File: src/rtl/mario_anim_addr_gen.sv
// Mario sprite address/frame-select stage: maps the scan position onto a 21x21 ROM address,
// mirrors it for left-facing motion, and runs the per-frame walk/jump pose sequencer.
module mario_anim_addr_gen #(
  parameter int SPR_W       = 21,
  parameter int SPR_H       = 21,
  parameter int ANIM_PERIOD = 6,
  parameter int ADDR_W      = 9
) (
  input  logic              Clk,
  input  logic              Reset,
  input  logic              frame_clk,
  input  logic [9:0]        DrawX,
  input  logic [9:0]        DrawY,
  input  logic [9:0]        mario_x,
  input  logic [9:0]        mario_y,
  input  logic              walking,
  input  logic              jumping,
  input  logic              facing_left,
  output logic [ADDR_W-1:0] read_address,
  output logic [2:0]        sprite_sel,
  output logic              in_sprite
);

  localparam int CNT_W = (ANIM_PERIOD > 1) ? $clog2(ANIM_PERIOD) : 1;
  localparam logic [CNT_W-1:0] CNT_MAX = CNT_W'(ANIM_PERIOD - 1);
  localparam logic [10:0] SPR_W11 = 11'(SPR_W);
  localparam logic [10:0] SPR_H11 = 11'(SPR_H);

  typedef enum logic [2:0] {
    STAND = 3'd0,
    WALK1 = 3'd1,
    WALK2 = 3'd2,
    WALK3 = 3'd3,
    JUMP  = 3'd4
  } state_t;

  state_t            state, state_nxt;
  logic [CNT_W-1:0]  cnt, cnt_nxt;
  logic              frame_clk_d;
  logic              frame_tick;
  logic [9:0]        pos_x, pos_y;
  logic              face_l;

  logic [10:0]       x_p0, y_p0, px_p0, py_p0, dx_p0, dy_p0, col_p0;
  logic [ADDR_W-1:0] addr_p0;
  logic              hit_p0;
  logic [ADDR_W-1:0] read_address_p1;
  logic              in_sprite_p1;

  assign frame_tick = frame_clk & ~frame_clk_d;

  // Pose sequencer: only advances on a frame tick; jumping outranks walking.
  always_comb begin
    state_nxt = state;
    cnt_nxt   = cnt;
    if (frame_tick) begin
      if (jumping) begin
        state_nxt = JUMP;
        cnt_nxt   = '0;
      end else if (walking && (state == STAND || state == JUMP)) begin
        state_nxt = WALK1;
        cnt_nxt   = '0;
      end else if (walking) begin
        if (cnt == CNT_MAX) begin
          cnt_nxt = '0;
          case (state)
            WALK1:   state_nxt = WALK2;
            WALK2:   state_nxt = WALK3;
            default: state_nxt = WALK1;
          endcase
        end else begin
          cnt_nxt = cnt + 1'b1;
        end
      end else begin
        state_nxt = STAND;
        cnt_nxt   = '0;
      end
    end
  end

  // Position and facing are frozen for the whole frame so the sprite never tears.
  always_ff @(posedge Clk) begin
    if (Reset) begin
      state       <= STAND;
      cnt         <= '0;
      frame_clk_d <= 1'b1;
      pos_x       <= '0;
      pos_y       <= '0;
      face_l      <= 1'b0;
    end else begin
      state       <= state_nxt;
      cnt         <= cnt_nxt;
      frame_clk_d <= frame_clk;
      if (frame_tick) begin
        pos_x  <= mario_x;
        pos_y  <= mario_y;
        face_l <= facing_left;
      end
    end
  end

  // Stage p0: 11-bit box test and address so pos_x+SPR_W cannot wrap at the screen edge.
  always_comb begin
    x_p0   = {1'b0, DrawX};
    y_p0   = {1'b0, DrawY};
    px_p0  = {1'b0, pos_x};
    py_p0  = {1'b0, pos_y};
    hit_p0 = (x_p0 >= px_p0) && (x_p0 < px_p0 + SPR_W11) &&
             (y_p0 >= py_p0) && (y_p0 < py_p0 + SPR_H11);
    dx_p0  = x_p0 - px_p0;
    dy_p0  = y_p0 - py_p0;
    col_p0 = face_l ? (SPR_W11 - 11'd1 - dx_p0) : dx_p0;
    addr_p0 = ADDR_W'(dy_p0 * SPR_W11 + col_p0);
  end

  // Stage p1: registered outputs, one pixel behind DrawX/DrawY.
  always_ff @(posedge Clk) begin
    if (Reset) begin
      read_address_p1 <= '0;
      in_sprite_p1    <= 1'b0;
    end else begin
      read_address_p1 <= hit_p0 ? addr_p0 : '0;
      in_sprite_p1    <= hit_p0;
    end
  end

  assign read_address = read_address_p1;
  assign in_sprite    = in_sprite_p1;
  assign sprite_sel   = state;

endmodule
File: config.mk
export PLATFORM = sky130hd
export DESIGN_NAME = mario_anim_addr_gen
export DESIGN_NICKNAME = d
export VERILOG_FILES = /design/src/rtl/mario_anim_addr_gen.sv
export SDC_FILE = /design/constraint.sdc
export NUM_CORES = 1
export LEC_CHECK = 0
export BUFFER_PORTS_ARGS = -buffer_cell sky130_fd_sc_hd__buf_4
export CAP_MARGIN = 15
export CORE_MARGIN = 2
export CORE_UTILIZATION = 58
export CTS_CLUSTER_DIAMETER = 30
export DETAILED_ROUTE_END_ITERATION = 10
export PLACE_DENSITY = 0.82
export SLEW_MARGIN = 20
export SYNTH_ARGS = -nofsm -noshare
export SYNTH_HDL_FRONTEND = slang
export SYNTH_SLANG_ARGS = --single-unit
File: constraint.sdc
create_clock -name Clk -period 6.58 [get_ports Clk]
set_input_delay 0.329 -clock Clk [delete_from_list [all_inputs] [get_ports Clk]]
set_output_delay 0.329 -clock Clk [all_outputs]
set_load 0.05 [all_outputs]
==> run summary <==
die area: 0.00731 mm2
hold path cells: 2
vias per cell: 5.53
via count: 3404
Yosys top cell area share: 0.214
initial antenna violation count: 0
MaxCap Viol Count: 0
total negative slack: 0 ns
fin crit share: 0.803
kind of critical path: reg2reg
wire length per cell: 13.3 um
status: complete, no violations
Final setup viols: 0
Hold Crit Class: in2reg
# IOs: 59
R2R Setup Slk: 1.30 ns
Final Instance Area: 0.00447 mm2
DRT iter0 DRCs: 171
Tot Pwr: 1.06 mW
H-tree levels: 2
Post-synth ARST share: 0
diodes inserted: 0
P&R area growth vs syn: 15.9%
startpoint class of the critical path: flop
DRC: 0
buffer count from post-CTS setup fixing: 0
dominant synthesized flop cell: dfxtp_1
Placed Instance Area: 0.00435 mm2
Worst VDD drop: 0.280 mV
final WL: 8.16 mm
WP data arrival: 5.47 ns
TritonCTS clock tree: done
most frequent cell after synthesis: ha_1
Mapped Nets: 604
Clock Sinks: 38
final clock skew: 0.0149 ns
layout cells sized above 1: 0.141
PostCTS Resize Cnt: 0
minimum clock period after layout: 5.28 ns
Port Buf Inserts: 58
largest net degree at the start of global routing: 28
Synth Register Bits: 38
Placed Instances: 607
CTS Hold Bufs: 0
Yosys cell types: 53
CP Capture Type: flop
Final Max Tran Viols: 0
RSZ-0062 raised after global routing: no
Worst-path clk slew: 0.08 ns
P per Cell Area: 238 mW/mm2
CP startpoint: pos_x[0]
final hold slack: 0.229 ns
worst setup path end: read_address[8]
Post-synth EDFFs: 0
Die Height: 85.5 um
Synth area leaders: ha_1, dfxtp_1, nand2_1, xnor2_1, fa_1
worst-path fanout max: 5
P_leak: 1.99 nW
CORE AREA: 0.00639 mm2
maximum clock path buffer count: 2
Place WS: 1.25 ns
first-pass GRT wire length: 14.1 mm
Fin. Hold Viols: 0
# rows: 29
sequential fraction of the synthesis area: 0.197
latest clock arrival within the worst-skew pair: 0.31 ns
post-route ant nets: 0
Setup WS post-layout: 1.30 ns
Synth Warn #: 0
mapped cell area: 0.00385 mm2
Routability Congestion: 0.888
Layout Utilization: 0.700
final net count: 660
r2r startpoint: pos_x[0]
f_max: 189 MHz
Post-Syn Instances: 481
non-filler cells, final: 615
Slew HR: 0.455
syn_area_per_cell: 8.01 um2
Synth area leader: ha_1
CTS buffer count: 5
r2r endpoint: read_address[8]
worst-case reg-to-reg path depth: 21
Die Wd: 85.5 um
most instantiated cells after synthesis: ha_1, nand2_1, inv_1
Pre-antenna DRT Iters: 4
Starting Density: 0.603
Least-Margin Pin Slew: 0.818 ns
Req. time, crit path: 6.76 ns
GRT overflow: 0
clock root buffer: clkbuf_8
vias in the first global route: 3294
All-Layer GR Usage: 0.236
DP HPWL: 6.58 mm
power by group:
group	switching, mW	internal (mW)	leakage [nW]
registers	0.00678	0.238	0.308
clock network	0.0981	0.113	0.0504
logic	0.305	0.303	1.63
total	0.410	0.654	1.99
logic make-up (layout without fill, tap and decap cells):
group	Yosys count	count (layout)	share of synthesized area
AOI/OAI and AO/OA	108	108	0.178
xor gates and xnor gates	39	39	0.0961
adders and majority gates	77	77	0.271
buffers and inverters	63	120	0.0617
DFF	38	38	0.197
muxes	3	3	0.00812
and+or+nand+nor	153	153	0.188
worst min path at each step:
stage                     slack, ns     endpoint      start
after global placement         0.45     pos_y[3]   pos_y[3]
after CTS                      0.23  frame_clk_d  frame_clk
after detailed placement       0.45     pos_y[3]   pos_y[3]
after global routing           0.24  frame_clk_d  frame_clk
final                          0.23  frame_clk_d  frame_clk
after floorplan                0.44  frame_clk_d  frame_clk
layout by cell type, fill, tap and decap left out, drive strengths merged, types with 3 or more instances in the layout:
cell / count
ha: 66
nand2: 64
buf: 59
inv: 53
a21oi: 43
dfxtp: 38
nor2: 37
xnor2: 26
o21ai: 23
xor2: 11
fa: 11
nor2b: 9
nand2b: 7
a21o: 7
o21a: 6
nor3: 5
and2: 5
clkbuf: 5
nand4: 4
a211oi: 4
nor4: 4
o31ai: 4
nand3: 3
a2111oi: 3
or4: 3
o221ai: 3
o21bai: 3
or2: 3
or3: 3
state kept, by name, indices dropped and copies added, names as in the netlist:
register      flops
sprite_sel        3
frame_clk_d       1
pos_y            10
in_sprite         1
face_l            1
read_address      9
cnt               3
pos_x            10
worst max-delay path, cell delays in order, from the launching register on:
cell,delay (ns)
dfxtp_1,0.37
ha_1,0.24
fa_1,0.44
xor2_1,0.33
nor2_1,0.06
or4_1,0.44
a32oi_1,0.26
nor2_1,0.08
xor2_1,0.14
ha_1,0.31
fa_1,0.49
inv_1,0.05
fa_1,0.52
inv_1,0.04
ha_1,0.32
o21ai_0,0.11
o21bai_1,0.09
a21oi_1,0.17
xnor3_1,0.24
xnor3_2,0.23
xnor2_1,0.16
nor2_1,0.06
layout make-up:
| class | instances | area [um2] |
|---|---|---|
| fillers | 548 | 1920 |
| flip-flops and latches | 38 | 761 |
| multi-input cells | 380 | 2860 |
| repair buffers | 59 | 443 |
| clock buffers | 5 | 68.8 |
| well taps | 77 | 96.3 |
| inverters | 53 | 199 |
| clock inverters | 3 | 45.0 |
per-layer routing:
layer  GRT usage  wire, um
met1       0.289      3660
met2       0.428      4120
met3      0.0327       261
met4      0.0693       122
met5           0         0
Power figures use the tool's default switching activity.
